`src/rtl/matmul_ctrl.sv`:
```
// -----------------------------------------------------------------------------
// matmul_ctrl
//
// Sequencer for a 3x3 MAC-array matrix multiplier. Buffers W (row_w x col_w)
// then X (row_x x col_x) from a valid/ready operand stream, clears the MAC
// accumulators, then drives one inner-product step per cycle onto the three
// W buses and three X buses with a per-MAC load mask. The array's outputs are
// valid when done pulses.
//
// Optional feature: define MATMUL_CTRL_DIMCHECK_EN to reject illegal
// dimensions at start (any zero, or col_w != row_x) with a one-cycle err
// pulse. Without it, err is tied low and the ERR state does not exist.
//
// Ports:
//   clk                         rising-edge clock
//   clear                       synchronous active-high reset, aborts a job
//   start                       one-cycle request, dimensions sampled with it
//   row_w, col_w, row_x, col_x  matrix dimensions (legal 1..3)
//   in_data / in_valid          operand stream
//   in_ready                    high while loading W or X
//   op_w                        W bus r at [r*DW +: DW]
//   op_x                        X bus c at [c*DW +: DW]
//   mac_load                    bit r*3+c: MAC(r,c) accumulates op_w[r]*op_x[c]
//   mac_clear                   clears all MAC accumulators
//   busy                        high in every state except IDLE
//   done                        one-cycle pulse, results stable on the array
//   err                         one-cycle pulse on a dimension error
// All outputs are registered.
// -----------------------------------------------------------------------------
module matmul_ctrl #(
  parameter int DW = 4,
  parameter int N  = 3
) (
  input  logic            clk,
  input  logic            clear,
  input  logic            start,
  input  logic [1:0]      row_w,
  input  logic [1:0]      col_w,
  input  logic [1:0]      row_x,
  input  logic [1:0]      col_x,
  input  logic [DW-1:0]   in_data,
  input  logic            in_valid,
  output logic            in_ready,
  output logic [N*DW-1:0] op_w,
  output logic [N*DW-1:0] op_x,
  output logic [N*N-1:0]  mac_load,
  output logic            mac_clear,
  output logic            busy,
  output logic            done,
  output logic            err
);

  typedef enum logic [2:0] {
    IDLE,
    LOAD_W,
    LOAD_X,
    CLR,
    MAC,
    DRAIN,
    DONE
`ifdef MATMUL_CTRL_DIMCHECK_EN
    , ERR
`endif
  } state_t;

  // Flat buffer index for (row, col) in a row-major N x N layout.
  function automatic logic [3:0] idx(input logic [1:0] r, input logic [1:0] c);
    return 4'(r) * 4'd3 + 4'(c);
  endfunction

  state_t              state_q, state_d;
  logic [1:0]          rw_q, rw_d, cw_q, cw_d, rx_q, rx_d, cx_q, cx_d;
  logic [1:0]          row_q, row_d, col_q, col_d;   // load walker position
  logic [1:0]          step_q, step_d;               // inner-product step k
  logic                in_ready_q, in_ready_d;
  logic [N*DW-1:0]     op_w_q, op_w_d, op_x_q, op_x_d;
  logic [N*N-1:0]      mac_load_q, mac_load_d;
  logic                mac_clear_q, mac_clear_d;
  logic                busy_q, busy_d;
  logic                done_q, done_d;
`ifdef MATMUL_CTRL_DIMCHECK_EN
  logic                err_q, err_d;
`endif
  logic [DW-1:0]       wbuf_q [N*N];
  logic [DW-1:0]       wbuf_d [N*N];
  logic [DW-1:0]       xbuf_q [N*N];
  logic [DW-1:0]       xbuf_d [N*N];

  // Load-walker helpers, shared by the W and X phases.
  logic       accept;
  logic [1:0] dim_r, dim_c;
  logic       empty, last_col, last_beat;

  always_comb begin
    // NOTE: every signal gets a default first, so no path can infer a latch.
    state_d     = state_q;
    rw_d        = rw_q;
    cw_d        = cw_q;
    rx_d        = rx_q;
    cx_d        = cx_q;
    row_d       = row_q;
    col_d       = col_q;
    step_d      = step_q;
    wbuf_d      = wbuf_q;
    xbuf_d      = xbuf_q;

    accept    = in_valid && in_ready_q;
    dim_r     = (state_q == LOAD_X) ? rx_q : rw_q;
    dim_c     = (state_q == LOAD_X) ? cx_q : cw_q;
    // A zero dimension means no beats; the phase is skipped after one cycle.
    empty     = (dim_r == 2'd0) || (dim_c == 2'd0);
    last_col  = (col_q == dim_c - 2'd1);
    last_beat = last_col && (row_q == dim_r - 2'd1);

    unique case (state_q)
      IDLE: begin
        if (start) begin
          rw_d  = row_w;
          cw_d  = col_w;
          rx_d  = row_x;
          cx_d  = col_x;
          row_d = '0;
          col_d = '0;
`ifdef MATMUL_CTRL_DIMCHECK_EN
          if (row_w == 2'd0 || col_w == 2'd0 || row_x == 2'd0 ||
              col_x == 2'd0 || col_w != row_x)
            state_d = ERR;
          else
            state_d = LOAD_W;
`else
          state_d = LOAD_W;
`endif
        end
      end

      LOAD_W, LOAD_X: begin
        if (empty || (accept && last_beat)) begin
          row_d = '0;
          col_d = '0;
          if (state_q == LOAD_W) state_d = LOAD_X;
          else                   state_d = CLR;
        end else if (accept) begin
          if (last_col) begin
            col_d = '0;
            row_d = row_q + 2'd1;
          end else begin
            col_d = col_q + 2'd1;
          end
        end
        // The buffer write uses the current walker position in both cases.
        if (!empty && accept) begin
          if (state_q == LOAD_W) wbuf_d[idx(row_q, col_q)] = in_data;
          else                   xbuf_d[idx(row_q, col_q)] = in_data;
        end
      end

      CLR: begin
        state_d = MAC;
        step_d  = '0;
      end

      MAC: begin
        // col_w == 0 is only reachable without the dimension check; a single
        // step keeps the FSM moving towards DONE.
        if (cw_q == 2'd0 || step_q == cw_q - 2'd1) state_d = DRAIN;
        else                                       step_d  = step_q + 2'd1;
      end

      DRAIN: state_d = DONE;
      DONE:  state_d = IDLE;
`ifdef MATMUL_CTRL_DIMCHECK_EN
      ERR:   state_d = IDLE;
`endif
      default: state_d = IDLE;
    endcase

    // Outputs are decoded from the next state so they come straight off flops.
    in_ready_d  = (state_d == LOAD_W) || (state_d == LOAD_X);
    busy_d      = (state_d != IDLE);
    mac_clear_d = (state_d == CLR);
    done_d      = (state_d == DONE);
`ifdef MATMUL_CTRL_DIMCHECK_EN
    err_d       = (state_d == ERR);
`endif
    op_w_d      = '0;
    op_x_d      = '0;
    mac_load_d  = '0;
    if (state_d == MAC) begin
      for (int r = 0; r < N; r++) begin
        if (r < int'(rw_q)) op_w_d[r*DW +: DW] = wbuf_q[idx(2'(r), step_d)];
      end
      for (int c = 0; c < N; c++) begin
        if (c < int'(cx_q)) op_x_d[c*DW +: DW] = xbuf_q[idx(step_d, 2'(c))];
      end
      for (int r = 0; r < N; r++) begin
        for (int c = 0; c < N; c++) begin
          mac_load_d[r*N + c] = (r < int'(rw_q)) && (c < int'(cx_q));
        end
      end
    end
  end

  // NOTE: sequential state uses non-blocking assignments so every flop
  // samples the pre-edge value of the others.
  always_ff @(posedge clk) begin
    if (clear) begin
      state_q     <= IDLE;
      rw_q        <= '0;
      cw_q        <= '0;
      rx_q        <= '0;
      cx_q        <= '0;
      row_q       <= '0;
      col_q       <= '0;
      step_q      <= '0;
      in_ready_q  <= 1'b0;
      op_w_q      <= '0;
      op_x_q      <= '0;
      mac_load_q  <= '0;
      mac_clear_q <= 1'b0;
      busy_q      <= 1'b0;
      done_q      <= 1'b0;
`ifdef MATMUL_CTRL_DIMCHECK_EN
      err_q       <= 1'b0;
`endif
    end else begin
      state_q     <= state_d;
      rw_q        <= rw_d;
      cw_q        <= cw_d;
      rx_q        <= rx_d;
      cx_q        <= cx_d;
      row_q       <= row_d;
      col_q       <= col_d;
      step_q      <= step_d;
      in_ready_q  <= in_ready_d;
      op_w_q      <= op_w_d;
      op_x_q      <= op_x_d;
      mac_load_q  <= mac_load_d;
      mac_clear_q <= mac_clear_d;
      busy_q      <= busy_d;
      done_q      <= done_d;
`ifdef MATMUL_CTRL_DIMCHECK_EN
      err_q       <= err_d;
`endif
    end
  end

  // NOTE: the operand buffers have no reset; every read is masked by the
  // latched dimensions, so stale entries are never observed.
  always_ff @(posedge clk) begin
    wbuf_q <= wbuf_d;
    xbuf_q <= xbuf_d;
  end

  assign in_ready  = in_ready_q;
  assign op_w      = op_w_q;
  assign op_x      = op_x_q;
  assign mac_load  = mac_load_q;
  assign mac_clear = mac_clear_q;
  assign busy      = busy_q;
  assign done      = done_q;
`ifdef MATMUL_CTRL_DIMCHECK_EN
  assign err       = err_q;
`else
  assign err       = 1'b0;
`endif

endmodule

```
`config.mk`:
```
export PLATFORM = sky130hd
export DESIGN_NAME = matmul_ctrl
export DESIGN_NICKNAME = d
export VERILOG_FILES = /design/src/rtl/matmul_ctrl.sv
export SDC_FILE = /design/constraint.sdc
export NUM_CORES = 1
export LEC_CHECK = 0
export ABC_AREA = 1
export CORE_MARGIN = 3
export CORE_UTILIZATION = 50
export DETAILED_ROUTE_END_ITERATION = 8
export PLACE_DENSITY = 0.74
export SYNTH_ARGS = -nofsm -noshare
export SYNTH_HDL_FRONTEND = slang
export SYNTH_SLANG_ARGS = --single-unit
```
`constraint.sdc`:
```
create_clock -name clk -period 2.5 [get_ports clk]
set_input_delay 0.75 -clock clk [delete_from_list [all_inputs] [get_ports clk]]
set_output_delay 0.75 -clock clk [all_outputs]
set_load 0.02 [all_outputs]
```
==> results of run 1 <==
==> worst paths after layout <==
| kind | from | to | slack, ns | depth (start not counted) |
|---|---|---|---|---|
| setup / recovery | row_q[0]$_SDFFE_PP0P_ | wbuf_q[34]$_DFFE_PP_ | 0.03 | 9 |
| hold / removal | rx_q[1]$_SDFFE_PP0P_ | rx_q[1]$_SDFFE_PP0P_ | 0.47 | 2 |
| setup reg to reg | row_q[0]$_SDFFE_PP0P_ | wbuf_q[34]$_DFFE_PP_ | 0.03 | 9 |
| hold reg to reg | rx_q[1]$_SDFFE_PP0P_ | rx_q[1]$_SDFFE_PP0P_ | 0.47 | 2 |
==> flip-flops by register name (all words and copies together), names as in the netlist, 2 cells and up <==
register,flops
col_q,2
cw_q,2
cx_q,2
mac_load,9
op_w,12
op_x,12
row_q,2
rw_q,2
rx_q,2
state_q,3
step_q,2
wbuf_q,36
xbuf_q,36
==> cells by family (layout without fill, tap and decap cells) <==
group                      Yosys count  count (layout)  synth area share
other                                1               1          0.000657
buffers and inverters               94             210            0.0706
DFF                                126             126             0.568
and+or+nand+nor                    290             290             0.225
adders and majority gates           13              13            0.0311
AOI/OAI and AO/OA                  106             106             0.101
xor gates and xnor gates             2               2           0.00307
==> worst max-delay path, delay by kind of cell (launching register included) <==
family	cells	cell delay, ns
buffers and inverters	3	0.32
flip-flops	1	0.33
AND/OR/NAND/NOR	3	0.30
adder cells (fa/ha/maj)	3	1.24
==> report_power, final <==
group	switching [mW]	total, mW	internal [mW]
logic	1.08	1.67	0.593
clock network	0.891	2.26	1.36
registers	0.0969	2.40	2.30
total	2.07	6.33	4.26
==> final cells by class <==
type	count	area, um2	area share
Clock inverter	13	114	0.0153
Timing Repair Buffer	106	975	0.131
Multi-Input combinational cell	412	2240	0.300
Clock buffer	19	433	0.0580
Tap cell	140	175	0.0235
Inverter	72	278	0.0372
Sequential cell	126	3250	0.435
==> timing repair <==
item	in CTS	in global routing
gates resized for setup	11	47
gates cloned	0	1
pin swaps	2	18
hold buffers	0	0
setup endpoints to repair	21	98
setup buffers	1	4
==> stage by stage <==
step                      power (mW)  cells  setup TNS [ns]
after detailed placement        3.90    850          -0.742
after global placement          3.85    850               0
after global routing            6.64    888          -0.975
after floorplan                 3.47    632               0
final                           6.33    888               0
after CTS                       6.16    883               0
==> metal layers <==
metal  part of all wire  global-route usage  wire length, um
met1               0.42               0.307             6210
met2               0.47               0.368             6980
met3              0.076              0.0620             1120
met4              0.027              0.0881              392
met5                  0                   0                0
==> synthesized netlist by cell type, types with 2 or more instances <==
| library cell | count |
|---|---|
| buf_4 | 3 |
| inv_1 | 70 |
| nand3b_1 | 8 |
| nor4_1 | 5 |
| a21oi_1 | 53 |
| nand2_2 | 3 |
| nor3_1 | 4 |
| o21ai_1 | 8 |
| o21ai_0 | 30 |
| dfxtp_1 | 54 |
| ha_1 | 11 |
| buf_2 | 7 |
| inv_2 | 2 |
| edfxtp_1 | 72 |
| fa_1 | 2 |
| o211ai_1 | 13 |
| nor2_1 | 52 |
| nand2_1 | 135 |
| clkbuf_1 | 7 |
| buf_6 | 4 |
| nand3_1 | 79 |
==> flow_summary_export.csv, run 1 <==
group,metric,value,unit
run_status,status,"completed",
logic_synthesis,ys_top_cells_by_area,"edfxtp_1 (38%), dfxtp_1 (19%), nand2_1 (8.9%)",
placement,dp_hpwl,10400,um
cts,insertion_delay,0.41,ns
floorplan,fp.dieArea,12700,um2
worst_setup_path,cp.arrival,2.60,ns
cts,cts_tree,"yes",
sta,rsz0062_at_grt,"yes",
cts,cts_root_buffer,"clkbuf_16",
global_routing,grt_pass1_wl,23000,um
sta,slew_headroom,0.328,
finish,area_delta_synth_final,30.7,%
job,cap_violations,0,
sta,skew,0.00635,ns
route,antenna_left,0,
logic_synthesis,ys_ff_latch,126,
floorplan,rows,38,
global_routing,grt_use_total,0.232,
route,vias_per_cell,5.52,
floorplan,fp.dieW,113,um
finish,final_cell_mix,"nand2_1 (129), nand3_1 (75), edfxtp_1 (72)",
floorplan,die_h,113,um
sta,setup_viol_count_final,0,
cts,cts_sinks,126,
finish,num-nets-final,764,
route,wirelength,14700,um
global_routing,grt_max_degree,49,
worst_setup_path,crit_chain,"fa_1 > ha_1 > inv_1 > fa_2 > nand2_1 > inv_2 > nand2_1 > nor2_1 > buf_4",
logic_synthesis,syn_area,5710,um2
finish,design_area,7460,um2
cts,clkSlewWorstSetupHoldPaths,0.06,ns
route,drc,0,
placement,port_buffers,52,
global_routing,grt-ovfl-total,0,
logic_synthesis,synth_top_cell_by_area,"edfxtp_1",
logic_synthesis,synth_top_flop_cell,"edfxtp_1",
finish,num_antenna_cells,0,
cts,cts_made_buffers,17,
route,wl_per_cell,16.5,um
route,dr.pass1.iters,5,
placement,gp_congestion,0.923,
finish,mostFrequentLayoutCell,"nand2_1",
worst_setup_path,worstPathMaxFanout,4,
logic_synthesis,avgSynthCellArea,9.03,um2
worst_setup_path,crit_slowest_cell,"fa_2",
sta,period_share,0.988,
sta,hold_viol,0,
logic_synthesis,postSynthCellCount,632,
finish,utilization,0.679,
global_routing,grt_pass1_vias,4685,
route,drtIter0Drc,519,
sta,holdWs,0.469,ns
sta,worst_pin_slew,0.997,ns
global_routing,antenna_found_initial,0,
cts,clockBufferDepth,2,
power,peakVddDrop,0.000515,V
route,vias,4901,
logic_synthesis,ys_seq_area_frac,0.568,
worst_hold_path,hold_path.class,"reg -> reg",
power,powerDensity,848,nW/um2
logic_synthesis,ys_types,31,
floorplan,boundaryPins,54,
placement,placed_cell_area,6670,um2
worst_setup_path,critPathKind,"reg -> reg",
sta,maxSlewViolCount,0,
cts,htreeDepth,4,
sta,fin_ws,0.0296,ns
worst_setup_path,max_stage_delay,0.57,ns
sta,min_period,2.47,ns
worst_setup_path,critPathCaptureType,"register",
logic_synthesis,synth_edf_count,72,
logic_synthesis,synth_top_area_share,0.379,
worst_setup_path,worstPathRequired,2.63,ns
floorplan,start_util,0.519,
placement,pre_cts_ws,-0.0624,ns
logic_synthesis,ys_async_sr_fraction,0,
finish,drive_above_1_share,0.183,
worst_setup_path,start_kind,"register",
power,leakage,3.03,nW
worst_setup_path,critPathMostFrequentCell,"nand2_1",
logic_synthesis,syn_nets,661,
floorplan,coreArea,11000,um2
finish,fill_cells,821,
logic_synthesis,yosys_warnings,0,
sta,max_freq,405,MHz
Power figures use the tool's default switching activity.
==> inputs of run 2 (changes only) <==
- ABC_AREA: 1 -> unset
- CAP_MARGIN: unset -> 30
==> flow_summary_export.csv, run 2 <==
group,metric,value,unit
run_status,status,"finished with violations",
run_status,violations,"negative setup slack",
sta,min_period,3.13,ns
sta,hold_viol,0,
logic_synthesis,syn_nets,500,
logic_synthesis,postSynthCellCount,471,
placement,pre_cts_ws,-0.705,ns
power,peakVddDrop,0.000659,V
placement,gp_congestion,0.923,
floorplan,start_util,0.514,
worst_hold_path,hold_path.class,"reg -> reg",
placement,port_buffers,52,
global_routing,grt_max_degree,21,
finish,area_delta_synth_final,44.9,%
route,antenna_left,0,
cts,clkSlewWorstSetupHoldPaths,0.06,ns
power,power_frac_comb,0.218,
power,p_sw_frac,0.279,
logic_synthesis,synth_top_cell_by_area,"edfxtp_1",
sta,maxSlewViolCount,0,
sta,holdWs,0.496,ns
worst_setup_path,timing.rr.end,"op_x[11]$_SDFF_PP0_",
worst_setup_path,worstPathMaxFanout,5,
sta,period_share,1.25,
worst_setup_path,critPathKind,"reg -> reg",
power,p_seq_frac,0.374,
power,powerDensity,729,nW/um2
cts,htreeDepth,4,
logic_synthesis,synth-compound-area-share,0.0854,
logic_synthesis,muxShareOfSynthArea,0.157,
global_routing,grt_pass1_vias,4561,
logic_synthesis,synthSimpleGateAreaFrac,0.132,
logic_synthesis,ys_ff_latch,126,
route,drtIter0Drc,303,
placement,placed_cell_area,7180,um2
cts,clockBufferDepth,2,
logic_synthesis,synth_top_area_share,0.367,
placement,place_inst,725,
floorplan,die_h,115,um
finish,mostFrequentLayoutCell,"buf_4",
logic_synthesis,synth_top_family_by_area,"multiplexers",
sta,rsz0062_at_grt,"yes",
worst_hold_path,min_from,"wbuf_q[4]$_DFFE_PP_",
route,drc,0,
worst_setup_path,r2r_cells,12,
sta,worst_pin_slew,0.719,ns
logic_synthesis,avgSynthCellArea,12.5,um2
power,leakage,3.23,nW
power,switchingPower,1.74,mW
finish,utilization,0.744,
floorplan,fp.dieW,115,um
power,finalPower,6.22,mW
sta,slew_headroom,0.515,
route,routed.top_layer,"met4",
route,wl_met3,1170,um
floorplan,boundaryPins,54,
finish,num_antenna_cells,0,
worst_setup_path,reg2reg_slack,-0.63,ns
finish,design_area,8540,um2
logic_synthesis,synth_top_flop_cell,"edfxtp_1",
cts,holdBufCountCts,0,
logic_synthesis,synth.most_common_cell,"edfxtp_1",
sta,tns,-9.01,ns
floorplan,rows,39,
route,dr.pass1.iters,5,
logic_synthesis,syn_area,5890,um2
finish,drive_above_1_share,0.397,
cts,cts_made_buffers,17,
route,wl_met1,6380,um
logic_synthesis,ys_seq_area_frac,0.550,
finish,final_cell_mix,"buf_4 (81), edfxtp_1 (72), clkdlybuf4s50_1 (52)",
finish,num-nets-final,650,
worst_setup_path,critPathCaptureType,"register",
floorplan,fp.dieArea,13100,um2
worst_hold_path,hold_depth,1,
power,intPower,4.49,mW
worst_setup_path,worstPathRequired,2.82,ns
logic_synthesis,ys_top_cells_by_area,"edfxtp_1 (37%), dfxtp_1 (18%), mux4_2 (11%)",
sta,skew,0.0120,ns
route,met2_wirelength,8190,um
sta,setup_viol_count_final,65,
route,wl_per_cell,21.0,um
finish,fin_cells,777,
cts,cts_tree,"yes",
worst_hold_path,whs_endpoint,"op_w[8]$_SDFF_PP0_",
route,vias,4597,
cts,cts_root_buffer,"clkbuf_16",
global_routing,antenna_found_initial,0,
global_routing,grt_use_total,0.246,
global_routing,grt-ovfl-total,0,
placement,dp_hpwl,10300,um
power,clkPwrFrac,0.407,
route,wirelength,16300,um
logic_synthesis,synth_xor_area_frac,0.0119,
finish,reg_top3,"wbuf_q (36), xbuf_q (36)",
cts,insertion_delay,0.43,ns
logic_synthesis,ys_async_sr_fraction,0,
sta,fin_ws,-0.631,ns
worst_setup_path,reg2reg_from,"cw_q[0]$_SDFFE_PP0P_",
global_routing,grt_pass1_wl,24000,um
job,cap_violations,0,
logic_synthesis,synth_edf_count,72,
cts,cts_sinks,126,
sta,max_freq,319,MHz
logic_synthesis,yosys_warnings,0,
floorplan,coreArea,11500,um2
worst_setup_path,cp.arrival,3.45,ns
route,vias_per_cell,5.92,
logic_synthesis,synth-adder-area-share,0.0302,
logic_synthesis,synth_common_cells,"edfxtp_1 (72), dfxtp_1 (54), nand2_1 (43)",
worst_setup_path,start_kind,"register",
logic_synthesis,ys_types,59,
run 2: cell types whose count changed after synthesis, sizes merged, moves of 12 or more:
cell	change
o21ai	-38
mux4	+28
nor2	-13
a21oi	-31
nand2b	+12
mux2i	+22
o211ai	-12
inv	-61
nand3	-70
nand2	-94
run 2: cell type report:
type,count,area (um2)
well taps,143,179
fillers,675,2930
multi-input cells,307,3030
repair buffers,157,1420
clock buffers,19,443
flip-flops and latches,126,3250
inverters,12,48.8
clock inverters,13,164
run 2: repair_timing:
item                       in CTS  in global routing
cloned                          0                  0
gates resized for setup        54                 69
pin swaps                      24                 25
buffers inserted               16                  8
hold endpoints to repair        0                  0
setup endpoints to repair      95                 98
run 2: worst max-delay path, stage by stage, from the launching register on:
cell and delay (ns):
dfxtp_2 0.33, inv_2 0.05, ha_4 0.25, xor2_4 0.16
a2111o_1 0.41, mux2_4 0.33, ha_4 0.29, buf_6 0.13
buf_6 0.12, mux4_2 0.50, mux2i_2 0.20, a211oi_2 0.10
a21o_1 0.15
run 2: worst max path at each step:
stage | start | to | slack (ns)
floorplan | cw_q[0]$_SDFFE_PP0P_ | op_x[11]$_SDFF_PP0_ | -1.03
global placement | cw_q[1]$_SDFFE_PP0P_ | op_x[9]$_SDFF_PP0_ | -0.62
global route | cw_q[0]$_SDFFE_PP0P_ | op_x[1]$_SDFF_PP0_ | -0.74
detailed placement | cw_q[1]$_SDFFE_PP0P_ | op_x[9]$_SDFF_PP0_ | -0.71
CTS | cw_q[1]$_SDFFE_PP0P_ | op_x[11]$_SDFF_PP0_ | -0.60
finish | cw_q[0]$_SDFFE_PP0P_ | op_x[11]$_SDFF_PP0_ | -0.63
run 2: power by group through the flow:
stage | registers, mW | clock network, mW | logic, mW
after detailed placement | 2.35 | 0 | 0.978
after global routing | 2.34 | 2.65 | 1.45
final | 2.33 | 2.53 | 1.36
after CTS | 2.31 | 2.54 | 1.09
after global placement | 2.35 | 0 | 0.949
after floorplan | 2.36 | 0 | 0.618
run 2: routing by layer:
| layer | vias up | GRT usage |
|---|---|---|
| met5 | - | 0 |
| met3 | 59 | 0.0729 |
| met4 | 0 | 0.115 |
| met2 | 240 | 0.399 |
| met1 | 2224 | 0.301 |
| li1 | 2074 | - |
run 2: cell families (layout without fill, tap and decap cells):
kind of cell | after synthesis | count (layout)
and+or+nand+nor | 157 | 157
DFF | 126 | 126
AOI/OAI and AO/OA | 72 | 72
muxes | 56 | 56
buffers and inverters | 38 | 201
adders and majority gates | 13 | 13
xor gates and xnor gates | 8 | 8
other | 1 | 1
==> inputs of run 3 (changes only) <==
- ABC_AREA: unset -> 1
- SLEW_MARGIN: unset -> 20
==> results of run 3 <==
No change in the layout: final DEF, timing and power equal those of run 1.
